[src/rtl/pc_trace_buffer_if.sv]
// Producer/consumer bundle for pc_trace_buffer: retire-side capture inputs,
// read-port handshake and status outputs. Clock and reset stay outside.
interface pc_trace_buffer_if #(
    parameter int DEPTH = 16,
    parameter int CNT_W = 16
);
    localparam int CW = $clog2(DEPTH) + 1;

    // Capture side (driven by the core)
    logic          i_valid;
    logic [31:0]   i_instruction;
    logic [31:0]   i_pc_cur;
    logic [31:0]   i_pc_next;
    logic          i_clear;

    // Read side: valid/ready, a pop happens on an edge where o_rd_valid and
    // i_rd_ready are both high; o_rd_* hold while valid is high and ready low.
    logic          i_rd_ready;
    logic          o_rd_valid;
    logic [31:0]   o_rd_pc;
    logic [31:0]   o_rd_target;
    logic [31:0]   o_rd_instr;

    // Status
    logic [CW-1:0]    o_count;
    logic             o_overflow;
    logic [CNT_W-1:0] o_dropped;

    modport master (
        output i_valid, i_instruction, i_pc_cur, i_pc_next, i_clear, i_rd_ready,
        input  o_rd_valid, o_rd_pc, o_rd_target, o_rd_instr,
        input  o_count, o_overflow, o_dropped
    );

    modport slave (
        input  i_valid, i_instruction, i_pc_cur, i_pc_next, i_clear, i_rd_ready,
        output o_rd_valid, o_rd_pc, o_rd_target, o_rd_instr,
        output o_count, o_overflow, o_dropped
    );
endinterface

[src/rtl/pc_trace_buffer.sv]
// Control-flow trace buffer: records {pc, next pc, instr} on PC discontinuities
// into a FWFT circular buffer. Define PC_TRACE_ALL_EN to record every retire.
module pc_trace_buffer #(
    parameter int DEPTH = 16,
    parameter int CNT_W = 16
) (
    input  logic                 i_clk,
    input  logic                 i_arst_n,
    pc_trace_buffer_if.slave     bus
);
    localparam int AW = $clog2(DEPTH);
    localparam int CW = AW + 1;

    logic [AW-1:0]    r_head;
    logic [AW-1:0]    r_tail;
    logic [CW-1:0]    r_count;
    logic             r_overflow;
    logic [CNT_W-1:0] r_dropped;

    logic [31:0] r_pc_mem     [DEPTH];
    logic [31:0] r_target_mem [DEPTH];
    logic [31:0] r_instr_mem  [DEPTH];

    logic [31:0] w_seq_pc;
    logic        w_capture;
    logic        w_empty;
    logic        w_full;
    logic        w_pop;
    logic        w_push;
    logic        w_drop;

    // Sequential-flow check wraps modulo 2^32, so 0xFFFFFFFC -> 0 is not a jump.
    assign w_seq_pc = bus.i_pc_cur + 32'd4;

`ifdef PC_TRACE_ALL_EN
    assign w_capture = bus.i_valid;
`else
    assign w_capture = bus.i_valid && (bus.i_pc_next != w_seq_pc);
`endif

    assign w_empty = (r_count == '0);
    assign w_full  = (r_count == CW'(DEPTH));

    // Clear wins over everything; a pop frees the slot a same-cycle push needs.
    assign w_pop  = !bus.i_clear && !w_empty && bus.i_rd_ready;
    assign w_push = !bus.i_clear && w_capture && (!w_full || w_pop);
    assign w_drop = !bus.i_clear && w_capture && w_full && !w_pop;

    always_ff @(posedge i_clk or negedge i_arst_n) begin
        if (!i_arst_n) begin
            r_head     <= '0;
            r_tail     <= '0;
            r_count    <= '0;
            r_overflow <= 1'b0;
            r_dropped  <= '0;
        end else if (bus.i_clear) begin
            r_head     <= '0;
            r_tail     <= '0;
            r_count    <= '0;
            r_overflow <= 1'b0;
            r_dropped  <= '0;
        end else begin
            if (w_push) begin
                r_tail <= r_tail + 1'b1;
            end
            if (w_pop) begin
                r_head <= r_head + 1'b1;
            end
            if (w_push && !w_pop) begin
                r_count <= r_count + 1'b1;
            end else if (w_pop && !w_push) begin
                r_count <= r_count - 1'b1;
            end
            if (w_drop) begin
                r_overflow <= 1'b1;
                if (r_dropped != '1) begin
                    r_dropped <= r_dropped + 1'b1;
                end
            end
        end
    end

    // Storage is not reset; validity is carried entirely by r_count.
    always_ff @(posedge i_clk) begin
        if (w_push) begin
            r_pc_mem[r_tail]     <= bus.i_pc_cur;
            r_target_mem[r_tail] <= bus.i_pc_next;
            r_instr_mem[r_tail]  <= bus.i_instruction;
        end
    end

    // Head fields are forced to zero when empty, which also covers reset.
    assign bus.o_rd_valid  = !w_empty;
    assign bus.o_rd_pc     = w_empty ? 32'h0 : r_pc_mem[r_head];
    assign bus.o_rd_target = w_empty ? 32'h0 : r_target_mem[r_head];
    assign bus.o_rd_instr  = w_empty ? 32'h0 : r_instr_mem[r_head];
    assign bus.o_count     = r_count;
    assign bus.o_overflow  = r_overflow;
    assign bus.o_dropped   = r_dropped;
endmodule

[src/flat_wrapper.sv]
// flat-port wrapper written by rule: the top's interface ports become plain ports
module pc_trace_buffer_flat 
#(
    parameter int DEPTH = 16,
    parameter int CNT_W = 16
)
  (i_clk, i_arst_n, bus_i_valid, bus_i_instruction, bus_i_pc_cur, bus_i_pc_next, bus_i_clear, bus_i_rd_ready, bus_o_rd_valid, bus_o_rd_pc, bus_o_rd_target, bus_o_rd_instr, bus_o_count, bus_o_overflow, bus_o_dropped);
  pc_trace_buffer_if #(.DEPTH(DEPTH), .CNT_W(CNT_W)) bus_i ();
  input  logic i_clk;
  input  logic i_arst_n;
  input wire logic [$bits(bus_i.i_valid)-1:0] bus_i_valid;
  input wire logic [$bits(bus_i.i_instruction)-1:0] bus_i_instruction;
  input wire logic [$bits(bus_i.i_pc_cur)-1:0] bus_i_pc_cur;
  input wire logic [$bits(bus_i.i_pc_next)-1:0] bus_i_pc_next;
  input wire logic [$bits(bus_i.i_clear)-1:0] bus_i_clear;
  input wire logic [$bits(bus_i.i_rd_ready)-1:0] bus_i_rd_ready;
  output wire logic [$bits(bus_i.o_rd_valid)-1:0] bus_o_rd_valid;
  output wire logic [$bits(bus_i.o_rd_pc)-1:0] bus_o_rd_pc;
  output wire logic [$bits(bus_i.o_rd_target)-1:0] bus_o_rd_target;
  output wire logic [$bits(bus_i.o_rd_instr)-1:0] bus_o_rd_instr;
  output wire logic [$bits(bus_i.o_count)-1:0] bus_o_count;
  output wire logic [$bits(bus_i.o_overflow)-1:0] bus_o_overflow;
  output wire logic [$bits(bus_i.o_dropped)-1:0] bus_o_dropped;
  assign bus_i.i_valid = bus_i_valid;
  assign bus_i.i_instruction = bus_i_instruction;
  assign bus_i.i_pc_cur = bus_i_pc_cur;
  assign bus_i.i_pc_next = bus_i_pc_next;
  assign bus_i.i_clear = bus_i_clear;
  assign bus_i.i_rd_ready = bus_i_rd_ready;
  assign bus_o_rd_valid = bus_i.o_rd_valid;
  assign bus_o_rd_pc = bus_i.o_rd_pc;
  assign bus_o_rd_target = bus_i.o_rd_target;
  assign bus_o_rd_instr = bus_i.o_rd_instr;
  assign bus_o_count = bus_i.o_count;
  assign bus_o_overflow = bus_i.o_overflow;
  assign bus_o_dropped = bus_i.o_dropped;
  pc_trace_buffer #(.DEPTH(DEPTH), .CNT_W(CNT_W)) u_core (.i_clk(i_clk), .i_arst_n(i_arst_n), .bus(bus_i));
endmodule
[config.mk]
export PLATFORM = sky130hd
export DESIGN_NAME = pc_trace_buffer_flat
export DESIGN_NICKNAME = d
export VERILOG_FILES = /design/src/rtl/pc_trace_buffer_if.sv /design/src/rtl/pc_trace_buffer.sv /design/src/flat_wrapper.sv
export SDC_FILE = /design/constraint.sdc
export NUM_CORES = 1
export LEC_CHECK = 0
export ABC_AREA = 1
export ABC_CLOCK_PERIOD_IN_PS = 6500
export CAP_MARGIN = 10
export CORE_UTILIZATION = 35
export CTS_CLUSTER_SIZE = 8
export DETAILED_ROUTE_END_ITERATION = 10
export PLACE_DENSITY = 0.57
export REMOVE_ABC_BUFFERS = 1
export SETUP_SLACK_MARGIN = 0.05
export SYNTH_ARGS = -nofsm -noshare
export SYNTH_HDL_FRONTEND = slang
export SYNTH_SLANG_ARGS = --single-unit
[constraint.sdc]
create_clock -name i_clk -period 6.5 [get_ports i_clk]
set_input_delay 1.3 -clock i_clk [delete_from_list [all_inputs] [get_ports i_clk]]
set_output_delay 1.3 -clock i_clk [all_outputs]
set_load 0.03 [all_outputs]
* Yosys cells after proc, flatten, opt, wreduce, memory -nomap -nowiden
Memories as Yosys holds them, arrays and structs flattened.
Cells that the tools add are included.
** Word-level totals
- Register bits :: 30
- Bits in writable memories :: 1536
- Input bits :: 101
- Output and inout port bits :: 119
- Logic and storage cells :: 56
- Memories kept :: 3
** Operators by class
- Add/subtract/negate cells :: 6
- Eq/ne operators :: 3
- Mux-type cells :: 17
- Reductions and logical operators :: 22
** Memories
- u_core.r_instr_mem :: words 16, bits a word 32, rd ports 1, clocked after memory_dff 0, write ports 1, line pc_trace_buffer.sv:22 : logic [31:0] r_instr_mem [DEPTH];
- u_core.r_pc_mem :: words 16, bits a word 32, rd ports 1, clocked after memory_dff 0, write ports 1, line pc_trace_buffer.sv:20 : logic [31:0] r_pc_mem [DEPTH];
- u_core.r_target_mem :: words 16, bits a word 32, rd ports 1, clocked after memory_dff 0, write ports 1, line pc_trace_buffer.sv:21 : logic [31:0] r_target_mem [DEPTH];
** Operators by type and width (count)
- $mux W32 :: 3
- $mux W16 :: 3
- $add A32 B3 Y32 const B :: 1
- $ne A32 B32 Y1 :: 1
- $add A16 B1 Y16 const B :: 1
- $mux W4 :: 4
- $ne A16 B16 Y1 const B :: 1
- $mux W5 :: 3
- $logic_and A1 B1 Y1 :: 9
- $add A4 B1 Y4 const B :: 2
- $reduce_bool A2 Y1 :: 4
- $add A5 B1 Y5 const B :: 1
- $eq A5 B5 Y1 const B :: 1
- $logic_not A1 Y1 :: 5
- $logic_not A5 Y1 :: 1
- $sub A5 B1 Y5 const B :: 1
- $mux W1 :: 4
- $reduce_bool A3 Y1 :: 1
- $reduce_and A2 Y1 :: 1
- $logic_or A1 B1 Y1 :: 1

* Depth between registers and ports, before layout
- Depth in word-level cells :: 11
- Depth in mapped cells :: 24
- Mapped depth without buffers :: 24

* Least setup slack after synthesis
Ideal clock, no wire load.
- Path kind :: input -> register
- Start point :: input port bus_i_pc_cur[2]
- End point :: memory u_core.r_instr_mem[11][0], enable pin
- Setup time :: 0.552 ns
- Arrival :: 6.845 ns
- Required time :: 5.948 ns
- Slack :: -0.897 ns
- Stages on the path :: 17
- Path buffers :: 0
- Path through :: ha_1 nand3_2 nor2_2 nand2_1 inv_1 nand3b_1 nand2_1 nand2_1 nand2_1 inv_1 nand3_1 nor2_1 nand2_1 nand2_2 nor2_2 nand2_1 nor2_1
** On the way
- Cells in the longest elaborated chain, start to end :: 7
** RTL lines
- start, declared :: line flat_wrapper.sv:13 : input wire logic [$bits(bus_i.i_pc_cur)-1:0] bus_i_pc_cur;
- $add A32 B3 Y32 :: line pc_trace_buffer.sv:33 : assign w_seq_pc = bus.i_pc_cur + 32'd4;
- $ne A32 B32 Y1 :: line pc_trace_buffer.sv:38 : assign w_capture = bus.i_valid && (bus.i_pc_next != w_seq_pc);
- $logic_and A1 B1 Y1 :: line pc_trace_buffer.sv:38
- $logic_and A1 B1 Y1 (2 in a row) :: line pc_trace_buffer.sv:46 : assign w_push = !bus.i_clear && w_capture && (!w_full || w_pop);
- $mux W1 :: line pc_trace_buffer.sv:85 : if (w_push) begin
- $mux W1 (implied by the code) :: line pc_trace_buffer.sv:88 : r_instr_mem[r_tail] <= bus.i_instruction;
- end, declared :: line pc_trace_buffer.sv:22
No other way between the ends.

* Final worst setup path
- Start point :: register u_core.r_head[1]
- End point :: output port bus_o_rd_pc[27]
** On the way
- Cells in the longest elaborated chain, start to end :: 2
** RTL lines
- start, declared :: line pc_trace_buffer.sv:14 : logic [AW-1:0] r_head;
- start signal, assigned :: line pc_trace_buffer.sv:67 : r_head <= r_head + 1'b1;
- $mem_v2 Z16 W32
- $mux W32 :: line pc_trace_buffer.sv:94 : assign bus.o_rd_pc = w_empty ? 32'h0 : r_pc_mem[r_head];
- end, declared :: line flat_wrapper.sv:18 : output wire logic [$bits(bus_i.o_rd_pc)-1:0] bus_o_rd_pc;
No other way between the ends.

==> flow_summary_export.csv <==
group,metric,value,unit
timing,finalCriticalPeriod,5990,ps
yosys,ys_types,36,
yosys,ys_ff_latch,1566,
yosys,ys.flop_type,"edfxtp_1",
cells_and_area,areaGrowthSynthToFinish,18.5,%
worst_setup_path,cp_max_fo,109,
route,antenna_left,0,
route,vias,40400,
worst_setup_path,cp.required,5200,ps
power_and_ir_drop,power.switching,8.59,mW
cells_and_area,final_layout_size_suffix_gt1_share,8.59,%
timing,worst_pin_slew,1400,ps
run_status,status,"completed",
worst_setup_path,crit_start,"u_core.r_head[1]",
timing,slew_violations,0,
global_route,antenna_found_initial,10,
cts,post-cts-setup-buffers,0,
yosys,yosysWarnings,0,
worst_setup_path,worstPathCellList,"buf_12 -> o21ai_0 -> o221ai_1 -> nand3_1 -> a21oi_1 -> clkdlybuf4s50_1",
cts,cts_root_buf,"clkbuf_16",
timing,rsz0062_at_grt,"false",
placement,globalplace.congestion,0.817,
power_and_ir_drop,seqPwrFrac,41.2,%
worst_hold_path,hp-start,"u_core.bus.o_overflow",
cts,clk_pin_slew_worst_paths,50,ps
cts,clkSinkCount,1566,
worst_hold_path,hold_path_depth,2,
timing,setup_viol,0,
floorplan,num_rows,154,
worst_setup_path,path_depth,6,
power_and_ir_drop,p_int,19.0,mW
placement,dp.cells,7052,
worst_setup_path,slowest_delay,1110,ps
cts,cts_buffers,215,
timing,hold_violations,0,
worst_setup_path,timing.rr.start,"u_core.bus.o_count[0]",
worst_setup_path,cp_top_family,"buffers and inverters",
global_route,gr-total-overflow,0,
yosys,synth_top_area_cell,"edfxtp_1",
cts,clock_latency,850,ps
power_and_ir_drop,power,27.6,mW
yosys,synth_enable_flop_cells,1536,
yosys,netlist_top_cells_area,"edfxtp_1 74%, o21ai_0 6.3%, nor2_1 5.2%",
job,maxCapViolCount,0,
placement,io_buffer_count,219,
cts,cts_tree,"yes",
worst_setup_path,cp_slowest_cell,"dfrtp_4",
timing,finClkSkew,47.6,ps
route,totalWireLength,185000,um
worst_setup_path,cp-start-kind,"flop",
placement,dp_hpwl,101000,um
cells_and_area,final_common_cell,"edfxtp_1",
cells_and_area,instances_no_fill,7304,
timing,fmaxAchievable,167,MHz
worst_setup_path,critPathBufInv,2,
timing,slew_headroom,6.64,%
yosys,ys_seq_area_share,75.1,%
route,drt_iter0_drc,4007,
power_and_ir_drop,p_comb_share,22.7,%
power_and_ir_drop,ir_drop,0.377,mV
floorplan,die_h,424,um
global_route,grt_first_pass_wirelength,272000,um
route,drt-pass1-iter-count,5,
yosys,async_flop_share,1.92,%
cts,cts-htree-levels,4,
timing,finalCritPeriodShare,92.1,%
worst_setup_path,r2r_setup_slack,3320,ps
cells_and_area,nNetsFinal,5042,
power_and_ir_drop,total_leakage_power,23.4,nW
timing,tns,0,ps
yosys,yosysTopAreaCellShare,73.9,%
floorplan,fp.dieW,424,um
power_and_ir_drop,switching_share,31.1,%
yosys,syn_inst,4683,
power_and_ir_drop,clkPwrFrac,36.1,%
floorplan,core_area,177000,um^2
worst_setup_path,r2r_cells,17,
global_route,grt_usage,20.2,%
cells_and_area,final_util,41.9,%
yosys,synth_area,62400,um^2
route,via_per_inst,5.53,
cts,cts_resized,0,
route,drc_errors,0,
worst_setup_path,crit_path_end_kind,"output pin",
cells_and_area,layout_common_cells,"1536 x edfxtp_1, 844 x nor2_1, 781 x o21ai_0, 257 x o221ai_1, 227 x nand2_1",
worst_setup_path,crit_arrival,4690,ps
global_route,grt_pass1_vias,39600,
floorplan,fp.dieArea,180000,um^2
route,avgRoutedWirePerCell,25.4,um
worst_setup_path,critPathKind,"flop to output pin",
global_route,grt_max_degree,217,
cts,postCtsHoldBufs,0,
worst_hold_path,min_path_type,"flop to flop",
power_and_ir_drop,p_per_area,373,nW/um^2
floorplan,ios,220,
cts,clockBufferDepth,3,
yosys,synth.avg_cell_area,13.3,um^2
floorplan,start_util,35.3,%
[per-stage QoR]
stage / setup WS [ps] / instance area (um^2) / hold WS, ps
after floorplan: -23320 / 61100 / 522
after global placement: 846 / 68200 / 547
after detailed placement: 839 / 68200 / 563
after CTS: 461 / 74000 / 581
after global routing: 332 / 74000 / 617
final: 513 / 74000 / 553
[worst register-to-register path, stage by stage, from the launching register on]
cell and delay [ps]:
dfrtp_1 450, nor4_1 450, inv_1 130, nor2_4 140, inv_1 70, nand2_1 140, nor2_1 90, inv_1 80
nand4_1 340, ha_1 470, a21oi_1 180, nand2_1 80, xor2_1 170, inv_1 60, nand2_1 60, nand2_1 60
nand2_1 60, nand2_1 50
[layer usage]
| metal | part of all wire, % | global-route usage (%) |
|---|---|---|
| met5 | 0.036 | 0 |
| met4 | 2.0 | 5.11 |
| met3 | 6.3 | 3.58 |
| met2 | 49 | 33.6 |
| met1 | 43 | 27.4 |
[worst paths after layout]
| path | endpoint |
|---|---|
| max in group asynchronous | u_core.r_head[3] |
| min reg2reg | u_core.bus.o_overflow |
| min | u_core.bus.o_overflow |
| max reg2reg | u_core.bus.o_count[4] |
| min in group asynchronous | u_core.bus.o_dropped[8] |
| max | bus_o_rd_pc[27] |
[sequential cells by signal (all words and copies together), names as in the netlist]
signal and flops:
u_core.r_instr_mem 512, u_core.r_pc_mem 512, u_core.r_target_mem 512, u_core.bus.o_dropped 16
u_core.bus.o_count 5, u_core.r_head 4, u_core.r_tail 4, u_core.bus.o_overflow 1
[cells by family after synthesis]
| kind of cell | after synthesis | synth area share (%) |
|---|---|---|
| AO/OA/AOI/OAI | 1398 | 13.6 |
| flip-flops | 1566 | 75.1 |
| adder cells (fa/ha/maj) | 12 | 0.253 |
| XOR/XNOR | 34 | 0.477 |
| AND/OR/NAND/NOR | 1262 | 8.10 |
| buffers and inverters | 411 | 2.51 |
[final cells by class]
class / count / area, um^2
inverters: 75 / 307
fillers: 15900 / 103000
well taps: 2340 / 2930
multi-input cells: 2706 / 14100
flip-flops and latches: 1566 / 46900
repair buffers: 365 / 3960
clock inverters: 19 / 342
diodes: 3 / 7.51
clock buffers: 230 / 5440
[cell usage after synthesis (6+ instances only)]
cell and n:
a21oi_1 100, nand2_1 227, edfxtp_1 1536, nand3b_1 7, nor2_1 860, buf_2 8, xor2_1 19, o22ai_1 127
o21ai_0 781, o221ai_1 257, ha_1 11, buf_1 11, nor3_1 6, clkbuf_1 315, dfrtp_1 30, nor2_2 7
o211ai_1 127, nand4_1 11, inv_1 67, xnor2_1 15, nand3_1 127
[power groups by stage]
stage	clock, mW	combinational [mW]	sequential, mW
final	9.96	6.26	11.4
after global routing	10.5	6.74	11.4
after CTS	10.1	6.33	11.4
after detailed placement	0	6.30	11.6
after global placement	0	6.28	11.6
after floorplan	0	3.29	11.9
Power figures use the tool's default switching activity.
